$ cat src/rtl/count_reader_if.sv
// ---------------------------------------------------------------------------
// count_reader_if
// Output beat stream of the counter read-out engine toward the host DMA path.
//
// Signals:
//   o_valid  beat valid (driven by master)
//   o_count  counter value of the beat (WIDTH bits)
//   o_index  table index of the beat (ABIT bits)
//   o_last   beat carries the final index of the table
//   i_ready  downstream accepts the beat when o_valid & i_ready (driven by slave)
//
// Modports:
//   master   the read-out engine
//   slave    the downstream consumer
// ---------------------------------------------------------------------------
interface count_reader_if #(
    parameter int WIDTH = 32,
    parameter int ABIT  = 9
);
    logic             o_valid;
    logic [WIDTH-1:0] o_count;
    logic [ABIT-1:0]  o_index;
    logic             o_last;
    logic             i_ready;

    modport master (
        output o_valid,
        output o_count,
        output o_index,
        output o_last,
        input  i_ready
    );

    modport slave (
        input  o_valid,
        input  o_count,
        input  o_index,
        input  o_last,
        output i_ready
    );
endinterface

$ cat src/rtl/count_reader.sv
// ---------------------------------------------------------------------------
// count_reader
// Scans a per-index counter table through its free read port on a start
// pulse, streams every (index, count) pair in increasing index order, and
// optionally zeroes each entry right after it has been read.
//
// Ports:
//   clk, rst     clock; asynchronous active-high reset
//   i_start      one-cycle start pulse, honoured only while idle
//   i_clear      sampled with i_start; 1 = read-and-clear
//   o_busy       scan in progress
//   o_done       one-cycle pulse after the last beat has been accepted
//   o_rd_en      table read enable (data returns two cycles later)
//   o_rd_adr     table read address
//   i_rd_data    table read data
//   o_clr_we     table write enable used for clearing
//   o_clr_adr    table write address used for clearing
//   o_clr_din    table write data, always zero
//   m_out        output beat stream (valid/ready)
// ---------------------------------------------------------------------------
module count_reader #(
    parameter int DEPTH = 512,
    parameter int WIDTH = 32,
    localparam int ABIT = $clog2(DEPTH)
) (
    input  logic             clk,
    input  logic             rst,
    input  logic             i_start,
    input  logic             i_clear,
    output logic             o_busy,
    output logic             o_done,
    output logic             o_rd_en,
    output logic [ABIT-1:0]  o_rd_adr,
    input  logic [WIDTH-1:0] i_rd_data,
    output logic             o_clr_we,
    output logic [ABIT-1:0]  o_clr_adr,
    output logic [WIDTH-1:0] o_clr_din,
    count_reader_if.master   m_out
);

    localparam int FIFO_DEPTH = 4;

    localparam logic [1:0] S_IDLE  = 2'd0;
    localparam logic [1:0] S_SCAN  = 2'd1;
    localparam logic [1:0] S_DRAIN = 2'd2;
    localparam logic [1:0] S_DONE  = 2'd3;

    localparam logic [ABIT-1:0] LAST_IDX = ABIT'(DEPTH - 1);

    logic [1:0]      r_state;
    logic [1:0]      w_state_d;
    logic            r_clr;
    logic [ABIT-1:0] r_adr;

    // Read pipeline: stage 1 = RAM address registered, stage 2 = data present.
    logic            r_p1_v;
    logic [ABIT-1:0] r_p1_idx;
    logic            r_p2_v;
    logic [ABIT-1:0] r_p2_idx;

    // Output skid FIFO; its head is the registered output beat.
    logic [WIDTH-1:0] r_fifo_cnt [FIFO_DEPTH];
    logic [ABIT-1:0]  r_fifo_idx [FIFO_DEPTH];
    logic [1:0]       r_wptr;
    logic [1:0]       r_rptr;
    logic [2:0]       r_occ;

    logic       w_rd;
    logic       w_push;
    logic       w_pop;
    logic [2:0] w_occ_d;
    logic [2:0] w_credits;
    logic       w_valid;

    assign w_valid = (r_occ != 3'd0);
    assign w_push  = r_p2_v;
    assign w_pop   = w_valid && m_out.i_ready;
    assign w_occ_d = r_occ + {2'b00, w_push} - {2'b00, w_pop};

    // Every read in flight already owns a FIFO slot, so the FIFO can never overflow.
    assign w_credits = r_occ + {2'b00, r_p1_v} + {2'b00, r_p2_v};
    assign w_rd      = (r_state == S_SCAN) && (w_credits < 3'(FIFO_DEPTH));

    always_comb begin
        w_state_d = r_state;
        case (r_state)
            S_IDLE:  if (i_start) w_state_d = S_SCAN;
            S_SCAN:  if (w_rd && (r_adr == LAST_IDX)) w_state_d = S_DRAIN;
            S_DRAIN: if (!r_p1_v && !r_p2_v && (w_occ_d == 3'd0)) w_state_d = S_DONE;
            S_DONE:  w_state_d = S_IDLE;
            default: w_state_d = S_IDLE;
        endcase
    end

    always_ff @(posedge clk or posedge rst) begin
        if (rst) begin
            r_state  <= S_IDLE;
            r_clr    <= 1'b0;
            r_adr    <= '0;
            r_p1_v   <= 1'b0;
            r_p1_idx <= '0;
            r_p2_v   <= 1'b0;
            r_p2_idx <= '0;
        end else begin
            r_state  <= w_state_d;
            r_p1_v   <= w_rd;
            r_p1_idx <= r_adr;
            r_p2_v   <= r_p1_v;
            r_p2_idx <= r_p1_idx;
            if (r_state == S_IDLE && i_start) begin
                r_clr <= i_clear;
                r_adr <= '0;
            end else if (w_rd && (r_adr != LAST_IDX)) begin
                // Address holds at the final index; no second pass.
                r_adr <= r_adr + 1'b1;
            end
        end
    end

    always_ff @(posedge clk or posedge rst) begin
        if (rst) begin
            for (int i = 0; i < FIFO_DEPTH; i++) begin
                r_fifo_cnt[i] <= '0;
                r_fifo_idx[i] <= '0;
            end
            r_wptr <= '0;
            r_rptr <= '0;
            r_occ  <= '0;
        end else begin
            if (w_push) begin
                r_fifo_cnt[r_wptr] <= i_rd_data;
                r_fifo_idx[r_wptr] <= r_p2_idx;
                r_wptr             <= r_wptr + 1'b1;
            end
            if (w_pop) begin
                r_rptr <= r_rptr + 1'b1;
            end
            r_occ <= w_occ_d;
        end
    end

    assign o_busy   = (r_state != S_IDLE);
    assign o_done   = (r_state == S_DONE);
    assign o_rd_en  = w_rd;
    assign o_rd_adr = r_adr;

    // Clearing trails the read by two cycles, so it never hits the address being read.
    assign o_clr_we  = r_clr && r_p2_v;
    assign o_clr_adr = r_p2_idx;
    assign o_clr_din = '0;

    assign m_out.o_valid = w_valid;
    assign m_out.o_count = r_fifo_cnt[r_rptr];
    assign m_out.o_index = r_fifo_idx[r_rptr];
    assign m_out.o_last  = w_valid && (r_fifo_idx[r_rptr] == LAST_IDX);

endmodule

$ cat src/flat_wrapper.sv
// flat-port wrapper written by rule: the top's interface ports become plain ports
module count_reader_flat 
#(
    parameter int DEPTH = 512,
    parameter int WIDTH = 32,
    localparam int ABIT = $clog2(DEPTH)
)
  (clk, rst, i_start, i_clear, o_busy, o_done, o_rd_en, o_rd_adr, i_rd_data, o_clr_we, o_clr_adr, o_clr_din, m_out_o_valid, m_out_o_count, m_out_o_index, m_out_o_last, m_out_i_ready);
  count_reader_if #(.WIDTH(WIDTH)) m_out_i ();
  input  logic clk;
  input  logic rst;
  input  logic i_start;
  input  logic i_clear;
  output logic o_busy;
  output logic o_done;
  output logic o_rd_en;
  output logic [ABIT-1:0] o_rd_adr;
  input  logic [WIDTH-1:0] i_rd_data;
  output logic o_clr_we;
  output logic [ABIT-1:0] o_clr_adr;
  output logic [WIDTH-1:0] o_clr_din;
  output wire logic [$bits(m_out_i.o_valid)-1:0] m_out_o_valid;
  output wire logic [$bits(m_out_i.o_count)-1:0] m_out_o_count;
  output wire logic [$bits(m_out_i.o_index)-1:0] m_out_o_index;
  output wire logic [$bits(m_out_i.o_last)-1:0] m_out_o_last;
  input wire logic [$bits(m_out_i.i_ready)-1:0] m_out_i_ready;
  assign m_out_o_valid = m_out_i.o_valid;
  assign m_out_o_count = m_out_i.o_count;
  assign m_out_o_index = m_out_i.o_index;
  assign m_out_o_last = m_out_i.o_last;
  assign m_out_i.i_ready = m_out_i_ready;
  count_reader #(.DEPTH(DEPTH), .WIDTH(WIDTH)) u_core (.clk(clk), .rst(rst), .i_start(i_start), .i_clear(i_clear), .o_busy(o_busy), .o_done(o_done), .o_rd_en(o_rd_en), .o_rd_adr(o_rd_adr), .i_rd_data(i_rd_data), .o_clr_we(o_clr_we), .o_clr_adr(o_clr_adr), .o_clr_din(o_clr_din), .m_out(m_out_i));
endmodule
$ cat config.mk
export PLATFORM = sky130hd
export DESIGN_NAME = count_reader_flat
export DESIGN_NICKNAME = d
export VERILOG_FILES = /design/src/rtl/count_reader_if.sv /design/src/rtl/count_reader.sv /design/src/flat_wrapper.sv
export SDC_FILE = /design/constraint.sdc
export NUM_CORES = 1
export LEC_CHECK = 0
export BUFFER_PORTS_ARGS = -buffer_cell sky130_fd_sc_hd__buf_2
export CORE_ASPECT_RATIO = 1.75
export CORE_MARGIN = 4
export CORE_UTILIZATION = 57
export CTS_CLUSTER_SIZE = 14
export DETAILED_ROUTE_END_ITERATION = 6
export PLACE_DENSITY = 0.91
export SETUP_SLACK_MARGIN = 0.3
export SYNTH_ARGS = -nofsm -noshare
export SYNTH_HDL_FRONTEND = slang
export SYNTH_SLANG_ARGS = --single-unit
$ cat constraint.sdc
create_clock -name clk -period 16.7 [get_ports clk]
set_clock_uncertainty 0.2 [all_clocks]
set_input_delay 1.67 -clock clk [delete_from_list [all_inputs] [get_ports clk]]
set_output_delay 1.67 -clock clk [all_outputs]
set_load 0.1 [all_outputs]
Word-level counts from Yosys, hierarchy flattened
Index checks and enable logic that the tools add are counted.
Word-level totals
  register bits: 203
  bits in latches: 0
  memory bits (writable): 0
  bits in read-only memories: 0
  input port bits: 37
  output and inout bits: 97
  word-level logic and storage cells: 76
  memories kept: 0
Cells by class
  add/subtract/negate cells: 7
  multipliers: 0
  divide/modulo/power cells: 0
  $lt $le $gt $ge: 4
  eq/ne operators: 9
  shift-type cells: 0
  muxes and demuxes: 18
  bitwise logic cells: 2
  reduce and logical (&&, ||, !) cells: 18
Operator list (number)
  bitwise mux 128 bit: 1
  2-to-1 mux 32 bit: 3
  binary-select mux 32 bit (select 2 bit): 1
  demux 32 bit (select 2 bit): 1
  2-to-1 mux 9 bit: 5
  bitwise mux 36 bit: 1
  binary-select mux 9 bit (select 2 bit): 1
  demux 9 bit (select 2 bit): 1
  equality test 9 bit (second input constant): 2
  logical AND 1 bit: 10
  adder 3 x 1 -> 3 bit: 3
  adder 9 x 1 -> 9 bit (second input constant): 1
  != test 9 bit (second input constant): 1
  one-hot mux 2 bit (4 select lines): 1
  >= comparator 3 bit (second input constant): 2
  2-to-1 mux 2 bit: 3
  NOT 2 -> 3 bit: 2
  adder 2 x 1 -> 2 bit (second input constant): 2
  equality test 2 bit (second input constant): 2
  != test 2 bit (second input constant): 2
  nonzero test 2 bit: 2
  logical NOT 3 bit: 1
  < comparator 3 x 1 -> 1 bit (second input constant): 1
  < comparator 3 bit (second input constant): 1
  other kinds (7): 8

Longest topological paths before layout
Gate-level depths: netlist (run 1).
  depth after elaboration: 7
  mapped depth: 11
  gate-level depth less buffers: 11

Least setup slack after synthesis (run 1)
Ideal clock, no wire load.
  path type: register to output
  from: register u_core.r_rptr[0]
  to: output m_out_o_last
  arrival time: 3651 ps
  required time: 14830 ps
  setup slack: 11179 ps
  stages on the path, launching flop included: 6
  path buffers: 2
  cell sequence: dfrtp_1 buf_2 buf_2 mux4_2 nand2_1 nor3_1
On the way
  longest elaborated chain between the ends: 6
RTL lines
  from (decl): RTL line count_reader.sv:65  | logic [1:0] r_rptr;
  from (signal assigned): RTL line count_reader.sv:136  | r_rptr <= r_rptr + 1'b1;
  NOT 2 -> 3 bit
  binary-select mux 9 bit (select 2 bit)
  2-to-1 mux 9 bit (2 in series)
  via m_out_o_index[8]: RTL line flat_wrapper.sv:24  | output wire logic [$bits(m_out_i.o_index)-1:0] m_out_o_index;
  equality test 9 bit: RTL line count_reader.sv:155  | assign m_out.o_last = w_valid && (r_fifo_idx[r_rptr] == LAST_IDX);
  logical AND 1 bit: RTL line count_reader.sv:155
  to (decl): RTL line flat_wrapper.sv:25  | output wire logic [$bits(m_out_i.o_last)-1:0] m_out_o_last;
The timed path passes the listed nets, and every way through them passes these cells. The select of a mux whose other input is x is not followed.

Worst setup path in the final report (run 1)
  from: register u_core.r_p2_v
  to: output o_rd_en
On the way
  longest elaborated chain between the ends: 3
RTL lines
  from (decl): RTL line count_reader.sv:58  | logic r_p2_v;
  from (signal assigned): RTL line count_reader.sv:108  | r_p2_v <= r_p1_v;
  adder 3 x 1 -> 3 bit: RTL line count_reader.sv:81  | assign w_credits = r_occ + {2'b00, r_p1_v} + {2'b00, r_p2_v};
  < comparator 3 bit: RTL line count_reader.sv:82  | assign w_rd = (r_state == S_SCAN) && (w_credits < 3'(FIFO_DEPTH));
  logical AND 1 bit: RTL line count_reader.sv:82
  to (decl): RTL line flat_wrapper.sv:16  | output logic o_rd_en;
Every way passes these cells.

==> results of run 1 <==
[state kept, by name, summed over array words and instances, names as in the netlist]
signal / flops
u_core.r_wptr: 2
u_core.r_occ: 3
u_core.r_state: 2
u_core.r_p1_v: 1
u_core.r_p2_v: 1
u_core.o_clr_adr: 9
u_core.r_p1_idx: 9
u_core.r_clr: 1
u_core.o_rd_adr: 9
u_core.r_fifo_cnt: 128
u_core.r_rptr: 2
u_core.r_fifo_idx: 36
[cell families (layout without fill, tap and decap cells)]
| logic type | count (synthesis) | in the layout | synth area share |
|---|---|---|---|
| mux | 207 | 207 | 0.3126 |
| flops | 203 | 203 | 0.5685 |
| buf+inv | 75 | 146 | 0.04761 |
| simple gates | 37 | 37 | 0.02367 |
| compound gates | 27 | 27 | 0.01974 |
| fa+ha+maj | 15 | 15 | 0.02185 |
| xor+xnor | 4 | 4 | 0.005602 |
| other cells | 1 | 34 | 0.0004197 |
[worst paths after layout]
kind | startpoint | to | slack [ns] | cells after the start
setup / recovery | u_core.r_p2_v | o_rd_en | 11.83 | 5
hold reg to reg | u_core.r_p1_idx[1] | u_core.o_clr_adr[1] | 0.15 | 0
max in group asynchronous | rst | u_core.r_rptr[1] | 13.51 | 3
setup reg to reg | u_core.r_occ[1] | u_core.r_state[1] | 12.92 | 11
min in group asynchronous | rst | u_core.r_fifo_cnt[100] | 1.11 | 2
hold / removal | u_core.r_p1_idx[1] | u_core.o_clr_adr[1] | 0.15 | 0
[through the flow]
stage	worst slack (ns)	cells
2_1_floorplan	9.291	600
3_3_place_gp	12.23	827
3_5_place_dp	12.14	827
4_1_cts	11.84	857
5_1_grt	11.65	859
6_report	11.83	859
[worst max-delay path: cells and delay by family (launching register included)]
family                     cells  cell delay, ns
and+or+nand+nor                1            0.19
buffers and inverters          2            0.47
adders and majority gates      1            0.33
DFF                            1            0.62
AOI/OAI and AO/OA              1            0.92
[cells in the mapped netlist, types with 3 or more instances]
cell / instances / share of area
mux2_2: 165 / 0.21
and3_1: 5 / 0.0035
or4_1: 6 / 0.0050
buf_1: 18 / 0.0076
ha_1: 14 / 0.020
nand2_1: 7 / 0.0029
o31ai_1: 6 / 0.0050
inv_1: 12 / 0.0050
nand3_1: 7 / 0.0039
buf_2: 4 / 0.0022
buf_4: 35 / 0.029
mux4_2: 41 / 0.10
a21oi_1: 11 / 0.0062
dfrtp_1: 203 / 0.57
o21ai_0: 3 / 0.0017
clkbuf_1: 4 / 0.0017
[per-layer routing]
layer	track usage	vias to the layer above
li1	-	2202
met1	0.2459	2682
met2	0.3838	136
met3	0.03705	39
met4	0.07772	0
met5	0	-
[area by class of cell]
type                       count  area (µm²)
inverter                      13       56.30
tap                          186       232.7
sequential                   203        5082
antenna                        2       5.005
timing repair buffer         103       520.5
clock buffer                  27       545.5
clock inverter                 3       40.04
multi-input combinational    322        3556
fill                        1052        5351
[cell usage in the layout, fill, tap and decap left out, drive strengths merged, types with 3 or more instances in the layout]
cell | Yosys | layout
or4 | 6 | 6
and3 | 5 | 5
a21oi | 11 | 11
nand3 | 7 | 7
o21ai | 4 | 4
dfrtp | 203 | 203
buf | 58 | 103
and2 | 3 | 3
nand2 | 7 | 7
mux4 | 41 | 41
mux2 | 166 | 166
clkbuf | 4 | 27
o31ai | 6 | 6
ha | 14 | 14
inv | 13 | 13
conb | 1 | 32
==> results.yml, run 1 <==
floorplan:
  start_util: 0.5806
  row_count: 60
  io_pins: 134
  dieHeight_um: 173.6
  dieWidth_um: 102.6
  core_region_area_um2: 15390
  die_area_um2: 17820
critical_path:
  crit_slowest_cell: "o221ai_1"
  worstPathMaxFanout: 17
  worstPathCellList: "ha_1 > and3_1 > o221ai_1 > inv_2 > buf_2"
  cp-start-kind: "flop"
  critPathKind: "reg -> out"
  crit_required_ns: 14.83
  end_kind: "primary output"
  crit_arrival_ns: 3.00
  slowest_delay_ns: 0.92
logic_synthesis:
  ys_warn_count: 0
  synthCells: 569
  synth_edf_count: 0
  yosysUniqueCellTypes: 38
  synth_ff_type: "dfrtp_1"
  synth_seq_cells: 203
  syn-cell-area_um2: 8935
  ys_seq_area_frac: 0.5685
  avgSynthCellArea_um2: 15.70
  synthArstFlopShare: 1.000
finish:
  nets: 714
  final_core_util: 0.6523
  area_growth_pct: 12.35
  drive_gt1_frac: 0.5156
  final_area_um2: 10040
timing:
  hold_viol: 0
  whs_ns: 0.1476
  setup_violations: 0
  max_slew_margin: 0.1855
  fin_tns_setup_ns: 0
  finalCritPeriodShare: 0.2916
  timing.final.max_slew_violations: 0
  fin_crit_ns: 4.870
  timing.fmax_ghz: 0.2053
  worst_pin_slew_ns: 1.217
  rsz0062_at_grt: "false"
route:
  dr.max_layer_used: "met4"
  finalWirelength_um: 18140
  route.detailed.drc: 0
  wl_per_cell_um: 21.12
  viasPerCell: 5.889
  drtIter0Drc: 254
  ant_nets: 0
  wl_met1_um: 6451
  drt-pass1-iter-count: 4
  routed-wl-met2_um: 10140
  routed-wl-met3_um: 903
  vias: 5059
grt:
  grt_pass1_vias: 5788
  grt_overflow: 0
  antenna_found_initial: 2
  grt_max_degree: 114
  grt_first_pass_wirelength_um: 29750
  grt_use_total: 0.2125
place:
  gp_congestion: 0.8066
  hpwlAfterDp_um: 11720
  place_area_um2: 9448
  port_buffers: 101
clocking:
  htreeDepth: 1
  cts_buffers: 19
  path_clk_slew_ns: 0.06
  post_cts_buffers: 0
  cts_resized: 0
  numClockSinks: 203
  postCtsHoldBufs: 0
  ctsRootBufferMaster: "clkbuf_16"
  cts_tree: "yes"
  worstSkewPairLatency_ns: 0.48
  clk_path_buf_depth: 3
status:
  status: "completed"
min_path:
  hold_path_class: "reg -> reg"
run:
  maxCapViolCount: 0
Power of run 1 is left out: the tool's default activity adds up to more than one toggle a clock period on the data nets, which glitch-free logic cannot reach.
==> run 2, diff against run 1 <==
Settings changed: CORE_UTILIZATION 57 to 51, PLACE_DENSITY 0.91 to 0.86.
Clock period 16.7 ns to 4.3 ns, I/O delays scaled along.
==> run 2 against run 1 <==
Compared with the run above:
- non-clock buffer count grew 4
- critical path depth is 6 higher
- cell area is 0.81% higher
- sequential share of layout area decreased by 0.38 points
- hold slack got worse by 0.13 ns
- cell count up 4.9%
- register-to-register slack got worse by 12 ns
- highest routed layer unchanged
==> results.yml, run 2 (synthesis results as in run 1) <==
timing:
  worst_pin_slew_ns: 1.202
  rsz0062_at_grt: "false"
  max_slew_margin: 0.1956
  layout_setup_ws_ns: 0.5133
  setup_violations: 0
  fin_tns_setup_ns: 0
  hold_viol: 0
  fin_crit_ns: 3.787
  timing.final.max_slew_violations: 0
  timing.fmax_ghz: 0.2641
  finalCritPeriodShare: 0.8806
min_path:
  worst_hold_path.num_cells: 2
  worstHoldEndpoint: "u_core.r_fifo_cnt[105]"
  hold_path_class: "in -> reg"
  min_from: "i_rd_data[9]"
route:
  vias: 5017
  ant_nets: 0
  finalWirelength_um: 18090
  wl_per_cell_um: 20.07
  dr.max_layer_used: "met4"
  routed-wl-met3_um: 938
  wl_met1_um: 6574
  drtIter0Drc: 198
  viasPerCell: 5.568
  routed-wl-met2_um: 10150
  drt-pass1-iter-count: 4
  route.detailed.drc: 0
clocking:
  cts_buffers: 19
  htreeDepth: 1
  cts_tree: "yes"
  clk_path_buf_depth: 3
  path_clk_slew_ns: 0.07
  postCtsHoldBufs: 2
  worstSkewPairLatency_ns: 0.48
  numClockSinks: 203
  post_cts_buffers: 0
  cts_resized: 0
  ctsRootBufferMaster: "clkbuf_16"
grt:
  grt_first_pass_wirelength_um: 29420
  antenna_found_initial: 0
  grt_use_total: 0.1875
  grt_pass1_vias: 5705
  grt_max_degree: 83
  grt_overflow: 0
floorplan:
  core_region_area_um2: 17110
  dieHeight_um: 183.1
  io_pins: 134
  row_count: 63
  die_area_um2: 19780
  start_util: 0.5223
  dieWidth_um: 108.1
critical_path:
  critPathKind: "reg -> reg"
  worstPathMaxFanout: 6
  crit_arrival_ns: 3.94
  reg2regPathDepth: 11
  rr_endpoint: "u_core.r_state[1]"
  rrSetupSlack_ns: 0.51
  end_kind: "flop"
  cp-start-kind: "flop"
  r2r-start: "u_core.r_occ[1]"
  crit_required_ns: 4.45
finish:
  fill_cells: 1321
  layout_commonest_cell: "dfrtp_1"
  final_cell_mix: "dfrtp_1 (201), mux2_2 (165), buf_2 (101), mux4_2 (41), conb_1 (32)"
  area_growth_pct: 13.26
  drive_gt1_frac: 0.5193
  reg_top3: "u_core.r_fifo_cnt: 128 flops, u_core.r_fifo_idx: 36 flops"
  instances_no_fill: 901
  largest_register_ffs: 128
  largest_register: "u_core.r_fifo_cnt"
  nets: 718
  diodes: 0
place:
  gp_congestion: 0.8026
  post-place-ws_ns: 0.5350
  hpwlAfterDp_um: 12020
  dp_cells: 870
  port_buffers: 101
status:
  status: "completed"
run:
  maxCapViolCount: 0
-- run 2: cell count changes in the layout (fill, tap and decap cells not counted), sizes merged, moves of 2 or more --
cell and change:
clkbuf -2, dlygate4sd3 +2, diode -2, buf +2
-- run 2: through the flow --
stage / hold WS [ns] / cell area [µm²] / utilization
6_report: 0.01815 / 10120 / 0.5916
5_1_grt: 0.01114 / 10120 / 0.5916
4_1_cts: 0.009494 / 10120 / 0.5916
3_5_place_dp: 0.1347 / 9544 / 0.5580
3_3_place_gp: 0.1317 / 9544 / 0.5580
2_1_floorplan: 0.1312 / 9061 / -
-- run 2: critical path: stages, from the launching register on --
cell and delay, ns:
dfrtp_1 0.46, or3_2 0.52, and2_1 0.22, ha_1 0.31, inv_1 0.06, ha_1 0.13
inv_1 0.05, fa_1 0.50, or4b_1 0.44, o21a_1 0.19, a211oi_2 0.25, mux2_1 0.35
-- run 2: cell type report --
| cell class | count | area (µm²) | share of cell area |
|---|---|---|---|
| Clock buffer | 25 | 528.0 | 0.05218 |
| Clock inverter | 4 | 27.53 | 0.002720 |
| Inverter | 13 | 52.55 | 0.005193 |
| Multi-Input combinational cell | 322 | 3562 | 0.3520 |
| Sequential cell | 203 | 5085 | 0.5025 |
| Tap cell | 227 | 284.0 | 0.02807 |
| Timing Repair Buffer | 107 | 580.6 | 0.05737 |
-- run 2: metal layers --
metal | global-route usage | vias to the layer above
met3 | 0.03311 | 29
met2 | 0.3514 | 138
li1 | - | 2205
met5 | 0 | -
met1 | 0.2168 | 2645
met4 | 0.05308 | 0
-- run 2: worst max-delay path by stage --
| stage | end | startpoint | depth (start not counted) |
|---|---|---|---|
| after floorplan | u_core.r_state[1] | u_core.r_occ[1] | 11 |
| final | u_core.r_state[1] | u_core.r_occ[1] | 11 |
| after detailed placement | u_core.r_state[1] | u_core.r_occ[1] | 11 |
| after CTS | u_core.r_state[1] | u_core.r_occ[1] | 11 |
| after global routing | u_core.r_state[1] | u_core.r_occ[1] | 11 |
| after global placement | u_core.r_state[1] | u_core.r_occ[1] | 11 |
Power of run 2 is left out for the same reason.
